`src/rtl/vga_tile_render.sv`:
```
// vga_tile_render: tile-based background renderer with hardware scrolling.
// A pixel strobe from the timing generator enters a free-running 4-stage
// pipeline: tile-map lookup, tile-pixel lookup, colour output. Both RAMs
// have one clock of read latency. Syncs travel alongside the pixel so
// they leave aligned with the colour they belong to.
module vga_tile_render #(
  parameter int H_ACTIVE = 640,
  parameter int V_ACTIVE = 480
) (
  input  logic        clk,
  input  logic        reset,
  input  logic        pixel_en,
  input  logic [9:0]  pixel_x,
  input  logic [9:0]  pixel_y,
  input  logic        display_in,
  input  logic        h_sync_in,
  input  logic        v_sync_in,
  output logic [12:0] tmap_addr,
  input  logic [7:0]  tmap_data,
  output logic [13:0] tpix_addr,
  input  logic [11:0] tpix_data,
  input  logic [9:0]  scroll_x,
  input  logic [9:0]  scroll_y,
  input  logic        scroll_wr,
  output logic [3:0]  vga_r,
  output logic [3:0]  vga_g,
  output logic [3:0]  vga_b,
  output logic        h_sync_out,
  output logic        v_sync_out,
  output logic        frame_start
);

  localparam logic [9:0]  H_MAX = 10'(H_ACTIVE - 1);
  localparam logic [9:0]  V_MAX = 10'(V_ACTIVE - 1);
  localparam logic [10:0] H_LIM = 11'(H_ACTIVE);
  localparam logic [10:0] V_LIM = 11'(V_ACTIVE);
  localparam logic [12:0] TILES_PER_ROW = 13'd80;

  // Sideband that rides with each pixel through the pipeline.
  typedef struct packed {
    logic disp;
    logic hs;
    logic vs;
    logic fs;
  } side_t;

  localparam side_t SIDE_IDLE = '{disp: 1'b0, hs: 1'b1, vs: 1'b1, fs: 1'b0};

  // Clamp a scroll request to the last valid coordinate.
  function automatic logic [9:0] clamp_scroll(input logic [9:0] v, input logic [9:0] max_v);
    if (v > max_v) begin
      return max_v;
    end else begin
      return v;
    end
  endfunction

  // Add the scroll offset and wrap once around the active area.
  function automatic logic [9:0] wrap_coord(input logic [9:0] p, input logic [9:0] s,
                                            input logic [10:0] lim);
    logic [10:0] sum;
    sum = {1'b0, p} + {1'b0, s};
    if (sum >= lim) begin
      sum = sum - lim;
    end else begin
      sum = sum;
    end
    return sum[9:0];
  endfunction

  // Linear tile index: 80 tiles of 8x8 pixels per row.
  function automatic logic [12:0] tile_index(input logic [9:0] ex, input logic [9:0] ey);
    return (13'(ey[9:3]) * TILES_PER_ROW) + 13'(ex[9:3]);
  endfunction

  // Scroll registers
  logic [9:0] shadow_sx_q, shadow_sx_d, shadow_sy_q, shadow_sy_d;
  logic [9:0] active_sx_q, active_sx_d, active_sy_q, active_sy_d;

  // Stage 0 combinational signals
  logic       origin_s;
  logic [9:0] use_sx_s, use_sy_s, ex_s, ey_s;

  // Stage 1 (after E0)
  logic        v1_q, v1_d;
  logic [2:0]  fx1_q, fx1_d, fy1_q, fy1_d;
  side_t       side1_q, side1_d;
  logic [12:0] tmap_addr_q, tmap_addr_d;

  // Stage 2 (after E1)
  logic        v2_q, v2_d;
  logic [2:0]  fx2_q, fx2_d, fy2_q, fy2_d;
  side_t       side2_q, side2_d;

  // Stage 3 (after E2)
  logic        v3_q, v3_d;
  side_t       side3_q, side3_d;
  logic [13:0] tpix_addr_q, tpix_addr_d;

  // Stage 4 (after E3)
  logic        v4_q, v4_d;
  side_t       side4_q, side4_d;

  // Output registers (after E4)
  logic [11:0] rgb_q, rgb_d;
  logic        hso_q, hso_d, vso_q, vso_d, fs_q, fs_d;

  // Detect the frame-origin pixel and pick the scroll it must use; the
  // origin pixel already sees the freshly promoted shadow values.
  always_comb begin
    origin_s = pixel_en & (pixel_x == 10'd0) & (pixel_y == 10'd0);
    if (origin_s) begin
      use_sx_s = shadow_sx_q;
      use_sy_s = shadow_sy_q;
    end else begin
      use_sx_s = active_sx_q;
      use_sy_s = active_sy_q;
    end
    ex_s = wrap_coord(pixel_x, use_sx_s, H_LIM);
    ey_s = wrap_coord(pixel_y, use_sy_s, V_LIM);
  end

  // Shadow captures writes; active takes the old shadow at frame origin.
  always_comb begin
    shadow_sx_d = shadow_sx_q;
    shadow_sy_d = shadow_sy_q;
    active_sx_d = active_sx_q;
    active_sy_d = active_sy_q;
    if (scroll_wr) begin
      shadow_sx_d = clamp_scroll(scroll_x, H_MAX);
      shadow_sy_d = clamp_scroll(scroll_y, V_MAX);
    end else begin
      shadow_sx_d = shadow_sx_q;
      shadow_sy_d = shadow_sy_q;
    end
    if (origin_s) begin
      active_sx_d = shadow_sx_q;
      active_sy_d = shadow_sy_q;
    end else begin
      active_sx_d = active_sx_q;
      active_sy_d = active_sy_q;
    end
  end

  // Stage 1: sample the timing inputs and form the tile-map address.
  always_comb begin
    v1_d        = pixel_en;
    fx1_d       = fx1_q;
    fy1_d       = fy1_q;
    side1_d     = side1_q;
    tmap_addr_d = tmap_addr_q;
    if (pixel_en) begin
      fx1_d       = ex_s[2:0];
      fy1_d       = ey_s[2:0];
      side1_d     = '{disp: display_in, hs: h_sync_in, vs: v_sync_in, fs: origin_s};
      tmap_addr_d = tile_index(ex_s, ey_s);
    end else begin
      fx1_d       = fx1_q;
      fy1_d       = fy1_q;
      side1_d     = side1_q;
      tmap_addr_d = tmap_addr_q;
    end
  end

  // Stages 2-4: advance every clock; tile-pixel address formed in stage 3.
  always_comb begin
    v2_d        = v1_q;
    fx2_d       = fx1_q;
    fy2_d       = fy1_q;
    side2_d     = side1_q;
    v3_d        = v2_q;
    side3_d     = side2_q;
    tpix_addr_d = tpix_addr_q;
    v4_d        = v3_q;
    side4_d     = side3_q;
    if (v2_q) begin
      tpix_addr_d = {tmap_data, fy2_q, fx2_q};
    end else begin
      tpix_addr_d = tpix_addr_q;
    end
  end

  // Output stage: update only for a valid pixel, otherwise hold; the
  // frame-start flag is a single-clock pulse.
  always_comb begin
    rgb_d = rgb_q;
    hso_d = hso_q;
    vso_d = vso_q;
    fs_d  = 1'b0;
    if (v4_q) begin
      if (side4_q.disp) begin
        rgb_d = tpix_data;
      end else begin
        rgb_d = 12'h000;
      end
      hso_d = side4_q.hs;
      vso_d = side4_q.vs;
      fs_d  = side4_q.fs;
    end else begin
      rgb_d = rgb_q;
      hso_d = hso_q;
      vso_d = vso_q;
      fs_d  = 1'b0;
    end
  end

  // State registers with synchronous active-low reset.
  always_ff @(posedge clk) begin
    if (!reset) begin
      shadow_sx_q <= 10'd0;
      shadow_sy_q <= 10'd0;
      active_sx_q <= 10'd0;
      active_sy_q <= 10'd0;
      v1_q        <= 1'b0;
      fx1_q       <= 3'd0;
      fy1_q       <= 3'd0;
      side1_q     <= SIDE_IDLE;
      tmap_addr_q <= 13'd0;
      v2_q        <= 1'b0;
      fx2_q       <= 3'd0;
      fy2_q       <= 3'd0;
      side2_q     <= SIDE_IDLE;
      v3_q        <= 1'b0;
      side3_q     <= SIDE_IDLE;
      tpix_addr_q <= 14'd0;
      v4_q        <= 1'b0;
      side4_q     <= SIDE_IDLE;
      rgb_q       <= 12'h000;
      hso_q       <= 1'b1;
      vso_q       <= 1'b1;
      fs_q        <= 1'b0;
    end else begin
      shadow_sx_q <= shadow_sx_d;
      shadow_sy_q <= shadow_sy_d;
      active_sx_q <= active_sx_d;
      active_sy_q <= active_sy_d;
      v1_q        <= v1_d;
      fx1_q       <= fx1_d;
      fy1_q       <= fy1_d;
      side1_q     <= side1_d;
      tmap_addr_q <= tmap_addr_d;
      v2_q        <= v2_d;
      fx2_q       <= fx2_d;
      fy2_q       <= fy2_d;
      side2_q     <= side2_d;
      v3_q        <= v3_d;
      side3_q     <= side3_d;
      tpix_addr_q <= tpix_addr_d;
      v4_q        <= v4_d;
      side4_q     <= side4_d;
      rgb_q       <= rgb_d;
      hso_q       <= hso_d;
      vso_q       <= vso_d;
      fs_q        <= fs_d;
    end
  end

  assign tmap_addr   = tmap_addr_q;
  assign tpix_addr   = tpix_addr_q;
  assign vga_r       = rgb_q[11:8];
  assign vga_g       = rgb_q[7:4];
  assign vga_b       = rgb_q[3:0];
  assign h_sync_out  = hso_q;
  assign v_sync_out  = vso_q;
  assign frame_start = fs_q;

endmodule
```
`config.mk`:
```
export PLATFORM = sky130hd
export DESIGN_NAME = vga_tile_render
export DESIGN_NICKNAME = d
export VERILOG_FILES = /design/src/rtl/vga_tile_render.sv
export SDC_FILE = /design/constraint.sdc
export NUM_CORES = 1
export LEC_CHECK = 0
export CORE_MARGIN = 8
export CORE_UTILIZATION = 52
export DETAILED_ROUTE_END_ITERATION = 10
export GPL_TIMING_DRIVEN = 0
export PLACE_DENSITY = 0.82
export SYNTH_ARGS = -nofsm -noshare
export SYNTH_HDL_FRONTEND = slang
export SYNTH_SLANG_ARGS = --single-unit
```
`constraint.sdc`:
```
create_clock -name clk -period 7.8 [get_ports clk]
set_input_delay 0.78 -clock clk [delete_from_list [all_inputs] [get_ports clk]]
set_output_delay 0.78 -clock clk [all_outputs]
set_load 0.01 [all_outputs]
```
==> impl_metrics.json, run 1 <==
{
  "slew_violations": 0,
  "synth-seq-cells": 114,
  "synth_cells": 589,
  "cp.depth": 28,
  "rows": 38,
  "num_antenna_cells": 0,
  "drive_above_1_share_pct": 11.7,
  "yosysWarnings": 0,
  "cp.arrival_ps": 7610,
  "crit_type": "in2reg",
  "io_pins": 109,
  "area_delta_synth_final_pct": 32.4,
  "clk_pin_slew_ps": 60,
  "postRouteAntennaNets": 0,
  "clockPowerShare_pct": 48.9,
  "min_period_over_period_pct": 92.8,
  "root_buffer": "clkbuf_8",
  "rsz0062_at_grt": "false",
  "final_cell_mix": "dfxtp_1, clkdlybuf4s50_1, nor2b_1",
  "status": "finished clean",
  "cp_max_fo": 10,
  "cts_buffer_depth": 2,
  "intPower_mw": 1.25,
  "htreeDepth": 4,
  "crit_top_cell": "ha_1",
  "fin_skew_ps": 9.18,
  "gr-total-overflow": 0,
  "clock_sinks": 114,
  "powerDensity_nw_per_um2": 216,
  "vias_per_cell": 5.57,
  "ff2ff_setup_slack_ps": 2240,
  "path_buf_inv": 3,
  "core-area_sq_um": 10800,
  "critical-path-max-stage-delay_ps": 440,
  "grtUsageTotal_pct": 20.6,
  "grt_pass1_vias": 5014,
  "finalHoldViolCount": 0,
  "drtIter0Drc": 179,
  "cp.required_ps": 8180,
  "cp-start-kind": "input port",
  "cp_slowest_cell": "clkdlybuf4s50_1",
  "slew_headroom_pct": 45.1,
  "dp_hpwl_um": 11300,
  "switching_share_pct": 24.2,
  "final_common_cell": "dfxtp_1",
  "grt_pass1_wl_um": 24400,
  "dieArea_sq_um": 14700,
  "io_buffers": 105,
  "route.vias.total": 4820,
  "syn_area_sq_um": 5740,
  "synthDistinctLibCells": 63,
  "endpoint_kind": "flip-flop",
  "p_leak_nw": 3.17,
  "synth_flop_cell": "dfxtp_1",
  "ctsHoldBuffers": 0,
  "hold_path_class": "reg2reg",
  "p_switching_uw": 398,
  "power_frac_seq_pct": 37.5,
  "peakVddDrop_mv": 0.161,
  "yosysSeqAreaShare_pct": 39.7,
  "p_total_mw": 1.64,
  "syn_avg_cell_area_sq_um": 9.75,
  "synth_edf_count": 0,
  "antenna_found_initial": 0,
  "async_flop_share_pct": 0,
  "stdcell_area_sq_um": 7600,
  "comb_power_share_pct": 13.6,
  "die_h_um": 121,
  "setup_viol": 0,
  "drt_wl_total_um": 15000,
  "route.detailed.drc": 0,
  "start_util_pct": 53.2,
  "fin_util_pct": 70.4,
  "cp-startpoint": "pixel_x[5]",
  "nNetsFinal": 819,
  "placed_cell_area_sq_um": 6970,
  "crit_family": "simple AND/OR/NAND/NOR gates",
  "cts-buffers-inserted": 17,
  "timing.setup.tns_ps": 0,
  "max_cap_violations": 0,
  "tightest_slew_ps": 824,
  "place_congestion": 0.936,
  "min_period_ps": 7240,
  "die_width_um": 121,
  "drt-pass1-iter-count": 4,
  "fmax_mhz": 138,
  "r2r_cells": 23,
  "grt_max_degree": 17,
  "endpoint": "tmap_addr[12]",
  "post_drt_wl_per_cell_um": 17.3,
  "reg2reg_from": "shadow_sy_q[0]",
  "insertion_delay_ps": 510,
  "cts_tree": "yes",
  "synth_nets": 695,
  "reg2reg_to": "tmap_addr[12]"
}
[kinds of logic (layout without fill, tap and decap cells)]
kind of cell,Yosys count,after routing,share of synthesized area (%)
flops,114,114,39.7
xor+xnor,20,20,3.05
fa+ha+maj,39,39,9.02
simple gates,198,198,20.1
mux,56,56,10.2
buf+inv,47,184,3.18
compound gates,115,115,14.7
[per-stage QoR]
stage          setup slack, ps  hold WS, ps  cells
6_report                   562          408    866
2_1_floorplan             1260          386    589
3_5_place_dp              -154          396    834
4_1_cts                    328          410    866
5_1_grt                   97.0          416    866
3_3_place_gp             -84.2          390    834
[Yosys cell counts (7+ instances only)]
cell / number / area [sq um]
o21ai_0: 15 / 75.1
mux2i_1: 35 / 350
dfxtp_1: 114 / 2280
a21oi_1: 34 / 170
nand2_1: 20 / 75.1
xnor2_1: 10 / 87.6
nor4_1: 8 / 50.1
nand3_1: 9 / 45.0
nor2_1: 25 / 93.8
and2_1: 37 / 231
o221a_2: 12 / 135
o211a_1: 7 / 70.1
clkbuf_1: 21 / 78.8
mux2_2: 21 / 236
ha_1: 35 / 438
nor2b_1: 63 / 394
inv_1: 19 / 71.3
xor2_1: 10 / 87.6
nand2b_1: 9 / 56.3
[power groups by stage]
| stage | registers, mW | logic (mW) | clock network, mW |
|---|---|---|---|
| floorplan | 0.631 | 0.129 | 0 |
| global placement | 0.628 | 0.215 | 0 |
| detailed placement | 0.628 | 0.222 | 0 |
| CTS | 0.617 | 0.224 | 0.808 |
| global route | 0.619 | 0.245 | 0.835 |
| finish | 0.617 | 0.223 | 0.803 |
[flip-flops by register name (all words and copies together) (netlist names), 3 cells and up]
signal       cells
side3_q          4
fx2_q            3
fy1_q            3
shadow_sx_q     10
rgb_q           12
active_sy_q     10
tmap_addr       13
side1_q          4
fy2_q            3
fx1_q            3
side2_q          4
tpix_addr       14
active_sx_q     10
side4_q          4
shadow_sy_q     10
[worst min-delay path by stage]
stage / cells past startpoint / from / endpoint
2_1_floorplan: 1 / side2_q[1] / side3_q[1]
3_3_place_gp: 1 / side3_q[2] / side4_q[2]
3_5_place_dp: 1 / side2_q[1] / side3_q[1]
4_1_cts: 1 / side2_q[1] / side3_q[1]
5_1_grt: 1 / side2_q[1] / side3_q[1]
6_report: 1 / side2_q[1] / side3_q[1]
[what timing repair did]
| action | 4_1_cts | 5_1_grt |
|---|---|---|
| gates resized for setup | 0 | 5 |
| endpoints found under the setup margin | 0 | 1 |
| hold endpoints to repair | 0 | 0 |
| setup buffers | 0 | 0 |
[metal layers]
metal  wire length (um)  up-vias  track usage [%]  share of wire (%)
met5                  0        -                0                  0
met4                279        0             6.17                1.9
met3               1010       28             4.65                6.7
met2               7420      171             37.3                 49
met1               6290     2284             23.6                 42
li1                   -     2337                -                  -
[layout make-up]
| class | instances | area (sq um) |
|---|---|---|
| Multi-Input combinational cell | 428 | 3280 |
| Tap cell | 140 | 175 |
| Timing Repair Buffer | 105 | 1050 |
| Fill cell | 796 | 3190 |
| Buffer | 28 | 114 |
| Inverter | 19 | 71.3 |
| Clock inverter | 14 | 205 |
| Clock buffer | 18 | 418 |
| Sequential cell | 114 | 2280 |
Power figures use the tool's default switching activity.
==> run 2: changes to the inputs <==
- CORE_UTILIZATION: 52 -> 56
- HOLD_SLACK_MARGIN: default -> 0.06
- PLACE_DENSITY: 0.82 -> 0.87
- SETUP_SLACK_MARGIN: default -> 0.1
- clock period: 7.8 -> 8.6 ns (I/O delays scaled with it)
==> run 2 against run 1 <==
Compared with the run above:
- sequential power decreased by 9.1%
- cell area about the same
- register-to-register slack improved by 740 ps
- power decreased by 8.0%
- first-iteration DRC count increased by 51%
- flip-flop and latch count unchanged
- largest cell class unchanged
==> impl_metrics.json, run 2 (synthesized netlist as in run 1, its figures left out) <==
{
  "status": "finished clean",
  "tightest_slew_ps": 829,
  "start_util_pct": 56.6,
  "num_antenna_cells": 0,
  "drive_above_1_share_pct": 11.4,
  "vias_per_cell": 5.65,
  "rows": 37,
  "slew_headroom_pct": 44.7,
  "largest_register_ffs": 14,
  "peakVddDrop_mv": 0.128,
  "gr-total-overflow": 0,
  "min_period_ps": 7670,
  "cp.arrival_ps": 8060,
  "cp.required_ps": 8990,
  "post_drt_wl_per_cell_um": 17.6,
  "comb_power_share_pct": 13.6,
  "cts_buffer_depth": 2,
  "timing.setup.tns_ps": 0,
  "cts_tree": "yes",
  "post_cts_buffers": 0,
  "min_to": "side3_q[2]",
  "dieArea_sq_um": 13700,
  "route.vias.total": 4874,
  "place_congestion": 0.974,
  "p_total_mw": 1.51,
  "hold_path_class": "reg2reg",
  "cts-buffers-inserted": 17,
  "clockPowerShare_pct": 49.4,
  "insertion_delay_ps": 520,
  "finalHoldViolCount": 0,
  "holdCritStartpoint": "side2_q[2]",
  "rsz0062_at_grt": "false",
  "core-area_sq_um": 10100,
  "drt-pass1-iter-count": 7,
  "switching_share_pct": 25.0,
  "p_switching_uw": 378,
  "fmax_mhz": 130,
  "grtUsageTotal_pct": 22.3,
  "area_delta_synth_final_pct": 32.3,
  "dp_hpwl_um": 11400,
  "clk_pin_slew_ps": 60,
  "holdPathStages": 1,
  "cts_resized": 0,
  "postRouteAntennaNets": 0,
  "grt_max_degree": 17,
  "power_frac_seq_pct": 37.1,
  "min_period_over_period_pct": 89.2,
  "max_cap_violations": 0,
  "htreeDepth": 4,
  "drtIter0Drc": 270,
  "cp-start-kind": "input port",
  "final_common_cell": "dfxtp_1",
  "die_h_um": 117,
  "root_buffer": "clkbuf_8",
  "ctsHoldBuffers": 0,
  "p_leak_nw": 3.17,
  "route.detailed.drc": 0,
  "r2r_cells": 23,
  "nNetsFinal": 819,
  "io_buffers": 105,
  "fin_skew_ps": 12.8,
  "intPower_mw": 1.13,
  "slew_violations": 0,
  "powerDensity_nw_per_um2": 199,
  "setup_viol": 0,
  "crit_type": "in2reg",
  "reg2reg_to": "tmap_addr[12]",
  "drt_wl_total_um": 15200,
  "io_pins": 109,
  "final_cell_mix": "dfxtp_1, clkdlybuf4s50_1, nor2b_1",
  "grt_pass1_wl_um": 23800,
  "clock_sinks": 114,
  "cp_max_fo": 10,
  "die_width_um": 117,
  "endpoint_kind": "flip-flop",
  "reg2reg_from": "shadow_sy_q[0]",
  "grt_pass1_vias": 4926,
  "antenna_found_initial": 0,
  "ff2ff_setup_slack_ps": 2980
}
run 2: changes by cell type in the layout (fill, tap and decap cells not counted):
cell	change
inv_6	+6
clkinv_4	-4
clkbuf_2	-2
clkbuf_1	+1
clkinv_2	-1
nor4_1	+1
nor4_2	-1
run 2: how the worst max path moves through the flow:
| stage | startpoint | endpoint | cells past startpoint |
|---|---|---|---|
| after floorplan | pixel_x[9] | tmap_addr[12] | 27 |
| after global placement | pixel_x[5] | tmap_addr[12] | 28 |
| after detailed placement | pixel_x[5] | tmap_addr[12] | 28 |
| after CTS | pixel_x[5] | tmap_addr[12] | 28 |
| after global routing | pixel_y[0] | tmap_addr[12] | 28 |
| final | pixel_x[5] | tmap_addr[12] | 28 |
run 2: through the flow:
stage          area (sq um)  worst slack (ps)  util (%)  cells  hold WS [ps]
4_1_cts                7590              1010      74.9    862           406
3_5_place_dp           6960               596      68.7    830           397
3_3_place_gp           6960               713      68.7    830           391
6_report               7590               928      74.9    862           404
2_1_floorplan          5740              1980         -    589           386
5_1_grt                7590               563      74.9    862           439
run 2: final cells by class:
type                            count  area, sq um
Tap cell                          136          170
Multi-Input combinational cell    428         3280
Buffer                             28          111
Timing Repair Buffer              105         1050
Sequential cell                   114         2280
Fill cell                         652         2540
Clock inverter                     15          218
Clock buffer                       17          414
Inverter                           19         71.3
run 2: routing by layer:
layer / wire (um) / part of all wire, % / GRT usage [%]
met3: 1140 / 7.5 / 4.67
met2: 7420 / 49 / 38.7
met4: 325 / 2.1 / 10.1
met1: 6330 / 42 / 26.0
met5: 0 / 0 / 0
run 2: worst max-delay path, cell delays in order:
cell             delay [ps]
clkdlybuf4s50_1         440
nor4_1                  430
nand4_1                 140
nor4_1                  430
clkbuf_1                510
mux2_2                  290
ha_1                    190
inv_1                    70
fa_1                    380
nand2b_1                200
a21o_2                  250
a2111o_1                380
o2111ai_2               180
nand4_2                 170
nand3_1                 210
a31o_2                  190
mux2_2                  380
ha_1                    290
ha_1                    230
fa_1                    420
a21o_1                  170
a21oi_1                 180
xnor2_1                 180
nand2_1                  60
or2_2                   290
xor2_1                  160
xnor2_1                 240
a21oi_1                 110
run 2: power by group through the flow:
stage | combinational, mW | sequential (mW) | clock (mW)
after floorplan | 0.117 | 0.572 | 0
after global placement | 0.194 | 0.570 | 0
after detailed placement | 0.203 | 0.571 | 0
after CTS | 0.205 | 0.560 | 0.750
after global routing | 0.223 | 0.562 | 0.780
final | 0.205 | 0.561 | 0.747
